--- src/rtl/score_accumulator_if.sv ---
// Judge-to-score bundle: session control and hit strobes in,
// score/combo/session status out toward the score display.
interface score_accumulator_if;
   logic       game_start;
   logic       game_end;
   logic       hit_valid;
   logic [1:0] hit_grade;
   logic [6:0] score;
   logic [6:0] combo;
   logic [6:0] max_combo;
   logic       score_upd;
   logic       playing;
   logic       final_valid;

   modport master (
      output game_start, game_end, hit_valid, hit_grade,
      input  score, combo, max_combo,
      input  score_upd, playing, final_valid
   );

   modport slave (
      input  game_start, game_end, hit_valid, hit_grade,
      output score, combo, max_combo,
      output score_upd, playing, final_valid
   );
endinterface

--- src/rtl/score_accumulator.sv ---
// Running score/combo accumulator with IDLE/PLAY/DONE session FSM.
// Optional combo bonus enabled by defining COMBO_BONUS_EN.
module score_accumulator #(
   parameter int unsigned PERFECT_PTS = 3,
   parameter int unsigned GOOD_PTS    = 1,
   parameter int unsigned COMBO_STEP  = 10,
   parameter int unsigned SCORE_MAX   = 127
) (
   input  logic         clk_sys,
   input  logic         resetn,
   score_accumulator_if.slave bus
);

   typedef enum logic [1:0] {
      IDLE = 2'd0,
      PLAY = 2'd1,
      DONE = 2'd2
   } state_e;

   localparam logic [7:0] PERF_P = 8'(PERFECT_PTS);
   localparam logic [7:0] GOOD_P = 8'(GOOD_PTS);
   localparam logic [7:0] SMAX8  = 8'(SCORE_MAX);
   localparam logic [6:0] SMAX7  = 7'(SCORE_MAX);

   state_e     state_q, state_d;
   logic [6:0] score_q, score_d;
   logic [6:0] combo_q, combo_d;
   logic [6:0] max_q, max_d;
   logic       upd_q, upd_d;

   logic [6:0] combo_inc;
   logic [7:0] pts;
   logic [7:0] sum;
   logic       bonus;

   assign combo_inc = (combo_q == 7'd127) ? 7'd127
                                          : combo_q + 7'd1;

`ifdef COMBO_BONUS_EN
   assign bonus = (combo_inc % 7'(COMBO_STEP)) == 7'd0;
`else
   logic unused_step;
   assign unused_step = ^COMBO_STEP;
   assign bonus       = 1'b0;
`endif

   assign pts = (bus.hit_grade == 2'd2) ? PERF_P : GOOD_P;
   assign sum = {1'b0, score_q} + pts + {7'd0, bonus};

   always_comb begin
      state_d = state_q;
      score_d = score_q;
      combo_d = combo_q;
      max_d   = max_q;
      upd_d   = 1'b0;
      if (bus.game_start) begin
         // restart wins over end and swallows any same-cycle hit
         state_d = PLAY;
         score_d = 7'd0;
         combo_d = 7'd0;
         max_d   = 7'd0;
      end else if (state_q == PLAY) begin
         if (bus.hit_valid) begin
            unique case (bus.hit_grade)
               2'd0: combo_d = 7'd0;
               2'd1, 2'd2: begin
                  combo_d = combo_inc;
                  score_d = (sum > SMAX8) ? SMAX7 : sum[6:0];
                  upd_d   = (score_d != score_q);
                  max_d   = (combo_inc > max_q) ? combo_inc
                                                : max_q;
               end
               default: ;
            endcase
         end
         if (bus.game_end) state_d = DONE;
      end
   end

   always_ff @(posedge clk_sys or negedge resetn) begin
      if (!resetn) begin
         state_q <= IDLE;
         score_q <= 7'd0;
         combo_q <= 7'd0;
         max_q   <= 7'd0;
         upd_q   <= 1'b0;
      end else begin
         state_q <= state_d;
         score_q <= score_d;
         combo_q <= combo_d;
         max_q   <= max_d;
         upd_q   <= upd_d;
      end
   end

   assign bus.score       = score_q;
   assign bus.combo       = combo_q;
   assign bus.max_combo   = max_q;
   assign bus.score_upd   = upd_q;
   assign bus.playing     = (state_q == PLAY);
   assign bus.final_valid = (state_q == DONE);

endmodule

--- src/flat_wrapper.sv ---
// flat-port wrapper written by rule: the top's interface ports become plain ports
module score_accumulator_flat 
#(
   parameter int unsigned PERFECT_PTS = 3,
   parameter int unsigned GOOD_PTS    = 1,
   parameter int unsigned COMBO_STEP  = 10,
   parameter int unsigned SCORE_MAX   = 127
)
  (clk_sys, resetn, bus_game_start, bus_game_end, bus_hit_valid, bus_hit_grade, bus_score, bus_combo, bus_max_combo, bus_score_upd, bus_playing, bus_final_valid);
  score_accumulator_if bus_i ();
  input  logic clk_sys;
  input  logic resetn;
  input wire logic [$bits(bus_i.game_start)-1:0] bus_game_start;
  input wire logic [$bits(bus_i.game_end)-1:0] bus_game_end;
  input wire logic [$bits(bus_i.hit_valid)-1:0] bus_hit_valid;
  input wire logic [$bits(bus_i.hit_grade)-1:0] bus_hit_grade;
  output wire logic [$bits(bus_i.score)-1:0] bus_score;
  output wire logic [$bits(bus_i.combo)-1:0] bus_combo;
  output wire logic [$bits(bus_i.max_combo)-1:0] bus_max_combo;
  output wire logic [$bits(bus_i.score_upd)-1:0] bus_score_upd;
  output wire logic [$bits(bus_i.playing)-1:0] bus_playing;
  output wire logic [$bits(bus_i.final_valid)-1:0] bus_final_valid;
  assign bus_i.game_start = bus_game_start;
  assign bus_i.game_end = bus_game_end;
  assign bus_i.hit_valid = bus_hit_valid;
  assign bus_i.hit_grade = bus_hit_grade;
  assign bus_score = bus_i.score;
  assign bus_combo = bus_i.combo;
  assign bus_max_combo = bus_i.max_combo;
  assign bus_score_upd = bus_i.score_upd;
  assign bus_playing = bus_i.playing;
  assign bus_final_valid = bus_i.final_valid;
  score_accumulator #(.PERFECT_PTS(PERFECT_PTS), .GOOD_PTS(GOOD_PTS), .COMBO_STEP(COMBO_STEP), .SCORE_MAX(SCORE_MAX)) u_core (.clk_sys(clk_sys), .resetn(resetn), .bus(bus_i));
endmodule
--- config.mk ---
export PLATFORM = sky130hd
export DESIGN_NAME = score_accumulator_flat
export DESIGN_NICKNAME = d
export VERILOG_FILES = /design/src/rtl/score_accumulator_if.sv /design/src/rtl/score_accumulator.sv /design/src/flat_wrapper.sv
export SDC_FILE = /design/constraint.sdc
export NUM_CORES = 1
export LEC_CHECK = 0
export CELL_PAD_IN_SITES_DETAIL_PLACEMENT = 1
export CELL_PAD_IN_SITES_GLOBAL_PLACEMENT = 2
export CORE_ASPECT_RATIO = 2
export CORE_MARGIN = 1
export CORE_UTILIZATION = 41
export DETAILED_ROUTE_END_ITERATION = 6
export DONT_BUFFER_PORTS = 1
export PLACE_DENSITY = 0.91
export REMOVE_ABC_BUFFERS = 1
export SYNTH_ARGS = -nofsm -noshare
export SYNTH_HDL_FRONTEND = slang
export SYNTH_SLANG_ARGS = --single-unit
--- constraint.sdc ---
create_clock -name clk_sys -period 4.1 [get_ports clk_sys]
set_input_delay 0.41 -clock clk_sys [delete_from_list [all_inputs] [get_ports clk_sys]]
set_output_delay 0.41 -clock clk_sys [all_outputs]
set_load 0.005 [all_outputs]
### After elaboration in Yosys (flattened, before gate mapping)

Cells that the tools add are included.

| cells by class | value |
|---|---|
| $lt $le $gt $ge | 2 |
| reductions and logical operators | 12 |
| eq/ne operators | 6 |
| add/sub/neg operators | 2 |
| multiplexer cells | 23 |

Operator list:

| cell | count |
|---|---|
| $mux W7 | 14 |
| $pmux W7 S2 | 1 |
| $reduce_bool A2 Y1 | 5 |
| $add A7 B8 Y8 | 1 |
| $gt A8 B7 Y1 const B | 1 |
| $mux W2 | 4 |
| $add A7 B1 Y7 const B | 1 |
| $eq A7 B7 Y1 const B | 1 |
| $gt A7 B7 Y1 | 1 |
| $ne A7 B7 Y1 | 1 |
| $reduce_and A3 Y1 | 2 |
| $eq A2 B1 Y1 const B | 2 |
| $eq A2 B2 Y1 const B | 2 |
| $mux W1 | 4 |
| $reduce_and A4 Y1 | 1 |
| $reduce_bool A3 Y1 | 1 |
| $logic_not A2 Y1 | 1 |
| $reduce_and A2 Y1 | 1 |
| $reduce_or A2 Y1 | 1 |

| storage, ports and cells | value |
|---|---|
| bits in registers | 24 |
| output and inout port bits | 24 |
| logic and storage cells | 50 |

### Logic depth before layout (Yosys ltp)

| logic depth | value |
|---|---|
| depth in word-level cells | 10 |
| depth in mapped cells | 10 |

### Worst setup path after synthesis

No wires, ideal clock.

| timing | value |
|---|---|
| path type | register to register |
| start | register u_core.combo_q[0] (netlist: u_core.bus.combo[0]) |
| end | register u_core.max_q[3] (netlist: u_core.bus.max_combo[3]) |
| arrival time | 2.343 ns |
| slack | 1.632 ns |
| cell stages (with the launch flop) | 11 |
| path buffers | 1 |
| path through | dfrtp_1 ha_1 nand3_2 or2_1 clkbuf_2 nand3_1 ha_1 nand4_1 a21o_1 a21oi_4 mux2_2 |

| between the ends | value |
|---|---|
| cells in the longest elaborated chain, start to end | 7 |

RTL lines:

| what | line | text |
|---|---|---|
| from (decl) | score_accumulator.sv:27 | `logic [6:0] combo_q, combo_d;` |
| from (signal assigned) | score_accumulator.sv:90 | `combo_q <= combo_d;` |
| $add A7 B1 Y7 / $eq A7 B7 Y1 (equally long branches) | score_accumulator.sv:37, score_accumulator.sv:36 |  |
| $mux W7 * | score_accumulator.sv:36 | `assign combo_inc = (combo_q == 7'd127) ? 7'd127` |
| parallel branches: the longest is 5 deep, another holds $gt A7 B7 Y1 | -- |  |
| to (signal assigned) | score_accumulator.sv:91 | `max_q <= max_d;` |
| to (decl) | score_accumulator.sv:28 | `logic [6:0] max_q, max_d;` |

Every way passes the cells marked *. The select of a mux whose other input is x is not followed.
A chain may end at the register's enable or synchronous reset.

### Worst setup path after layout

| timing | value |
|---|---|
| start | register u_core.combo_q[0] (netlist: u_core.bus.combo[0]) |
| end | register u_core.max_q[5] (netlist: u_core.bus.max_combo[5]) |

The elaborated chain is that of the path after synthesis.

==> metrics.csv <==
stage;metric;value;unit
setup_path;Critical Path RT;4.27;ns
global_routing;gr ovfl total;0;
floorplanning;die width;44.6;µm
job;max capacitance violation total;0;
power;Combinational Power Share;0.136;
detailed_routing;drt total wl;4.03;mm
clock_tree;Clock Latency Late Sink;0.28;ns
clock_tree;htree depth;1;
synthesis;leading area contributor after synthesis;dfrtp_1;
setup_path;crit path kind;register to register;
sta;WHS;0.181;ns
sta;Final Max Slew Viols;0;
placed_design;detailed placer's ending HPWL;3.02;mm
setup_path;Reg2Reg Setup Slack;1.40;ns
clock_tree;Clock Sinks;24;
synthesis;leading register cell type out of synthesis;dfrtp_1;
sta;Fin. Hold Viols;0;
synthesis;Yosys reg bits;24;
layout;share of cells above drive strength 1;0.110;
detailed_routing;total number of vias;1224;
floorplanning;Die Height;87.3;µm
global_routing;first-pass GRT wire length;6.51;mm
placed_design;Placed Area;1530;µm²
synthesis;Mapped Cells;153;
setup_path;crit path DAT;2.87;ns
clock_tree;CTS Buf Count;3;
synthesis;top-count cell post-synth;dfrtp_1;
global_routing;GRT Total Usage;0.229;
synthesis;largest cells by area after synthesis;dfrtp_1 40%, ha_1 9.2%, mux2i_1 3.4%;
power;part of the power in registers;0.468;
synthesis;Post-synth EDFFs;0;
layout;fin area;1630;µm²
worst_hold_path;Hold Path Class;input pin to register;
clock_tree;CTS max path bufs;2;
sta;Max Freq;371;MHz
sta;Worst-Margin Slew;0.741;ns
detailed_routing;DR WL/cell;19.9;µm
run_status;status;complete, no violations;
worst_hold_path;worst hold start;bus_game_start;
worst_hold_path;hold path depth;1;
detailed_routing;DRC Markers;0;
floorplanning;die area;3900;µm²
sta;Final period util;0.658;
layout;Layout area overhead;9.23;%
power;switching power;141;µW
sta;Total Neg Setup Slack;0;ns
worst_hold_path;worst hold endpoint;u_core.bus.score[4];
power;Int Pwr;402;µW
power;switching share of power;0.260;
floorplanning;Initial Util;0.437;
floorplanning;Row Count;30;
synthesis;Synth async-reset ratio;1.00;
clock_tree;clock-pin slew on the worst setup and hold paths;0.09;ns
detailed_routing;DR pass1 iterations;5;
floorplanning;I/O pins;31;
setup_path;CP startpoint kind;register;
layout;# diodes;0;
floorplanning;Core Footprint;3420;µm²
global_routing;largest net degree at the start of global routing;25;
global_routing;initial antenna violation count;0;
setup_path;cell count of the worst reg-to-reg path;9;
detailed_routing;Final ANT Viol Nets;0;
detailed_routing;vias per cell;6.03;
clock_tree;CTS tree;yes;
sta;Setup Skew;0.00586;ns
clock_tree;post-CTS setup repair buffer count;0;
sta;final setup vio count;0;
synthesis;Cell Area, Synth;1490;µm²
synthesis;synth cell count leaders;24 x dfrtp_1, 13 x nand2_1, 12 x inv_1;
synthesis;syn_area_per_cell;9.75;µm²
detailed_routing;Initial DRC Count;17;
power;Pwr Density;334;nW/µm²
sta;minimum clock period;2.70;ns
global_routing;number of global-route vias before repair;1388;
power;Leak Pwr;0.733;nW
setup_path;critical-path maximum fanout;7;
setup_path;RR Startpoint;u_core.bus.combo[0];
clock_tree;Root Driver;clkbuf_8;
sta;RSZ-0062 raised after global routing;false;
power;clock group share of total power;0.396;
placed_design;GP Congestion;0.939;
sta;Max-slew headroom;0.504;
synthesis;post-synthesis sequential area ratio;0.403;
placed_design;port bufs;0;
synthesis;Yosys top cell area share;0.403;
synthesis;yosys warns;0;
setup_path;crit end category;register;
synthesis;Cell variety after synth;45;
power;Max VDD drop;0.199;mV
layout;final net count;175;
power;total power;544;µW
setup_path;Reg-to-Reg End;u_core.bus.max_combo[5];
## sequential cells by signal, indices dropped and copies added, names as in the netlist
register              cells
u_core.bus.combo          7
u_core.bus.max_combo      7
u_core.bus.score          7
u_core.bus.score_upd      1
u_core.state_q            2
## cell usage in the layout (no fill, tap or decap), types with 2 or more instances in the layout
| cell type | count |
|---|---|
| a211oi_1 | 4 |
| a31oi_1 | 3 |
| nor2_1 | 11 |
| nor3_1 | 4 |
| clkbuf_8 | 3 |
| o21ai_0 | 7 |
| and4b_1 | 2 |
| nand2_1 | 13 |
| a21oi_1 | 8 |
| mux2i_1 | 5 |
| nand3b_1 | 2 |
| nand3_2 | 2 |
| a21o_1 | 3 |
| inv_1 | 12 |
| dfrtp_1 | 24 |
| ha_1 | 11 |
| a22o_1 | 5 |
| nor2b_1 | 2 |
| nand4_1 | 3 |
| mux2_2 | 2 |
| nand3_1 | 4 |
## how the worst max path moves through the flow
stage,startpoint,to
after floorplan,u_core.bus.combo[0],u_core.bus.max_combo[3]
after global placement,u_core.bus.combo[0],u_core.bus.max_combo[5]
after detailed placement,u_core.bus.combo[0],u_core.bus.max_combo[5]
after CTS,u_core.bus.combo[0],u_core.bus.max_combo[5]
after global routing,u_core.bus.combo[0],u_core.bus.max_combo[3]
final,u_core.bus.combo[0],u_core.bus.max_combo[5]
## critical path, stage by stage (launching register included)
cell and delay, ns:
dfrtp_1 0.46, ha_1 0.29, nand3_2 0.14, or2_1 0.25
nand3_1 0.13, ha_1 0.32, nand4_1 0.18, a21o_1 0.26
a21oi_4 0.21, mux2_2 0.35
## power groups by stage
stage               registers (mW)  logic (mW)  clock network, mW
floorplan                    0.257      0.0503                  0
global route                 0.256      0.0812              0.221
CTS                          0.255      0.0741              0.217
finish                       0.255      0.0737              0.215
detailed placement           0.259      0.0646                  0
global placement             0.259      0.0618                  0
## metal layers
layer  track usage  up-vias  wire length [µm]
li1              -      556                 -
met1         0.226      613              1450
met2         0.430       42              2290
met3        0.0394       13               163
met4         0.110        0               138
met5             0        -                 0
## metrics by stage
step	util	setup slack, ns	std cells
2_1_floorplan	-	1.66	149
3_3_place_gp	0.447	1.50	197
3_5_place_dp	0.447	1.40	197
4_1_cts	0.477	1.39	203
5_1_grt	0.477	1.25	203
6_report	0.477	1.40	203
## layout make-up
type                    count  area [µm²]
fillers                   391        1790
clock buffers               3        41.3
flip-flops and latches     24         601
well taps                  48        60.1
multi-input cells         113         822
inverters                  12        45.0
repair buffers              2        30.0
clock inverters             1        30.0
## kinds of logic after synthesis
family / count (synthesis) / share of synthesized area
fa+ha+maj: 12 / 0.106
mux: 7 / 0.0487
xor+xnor: 2 / 0.0117
buf+inv: 16 / 0.0461
flops: 24 / 0.403
simple gates: 53 / 0.195
compound gates: 39 / 0.190
## what timing repair did
action,CTS,global route
endpoints found under the setup margin,0,0
endpoints found under the hold margin,24,0
gates resized for setup,0,0
hold buffers,2,0
Note: power is estimated with default switching activity, not from simulation.
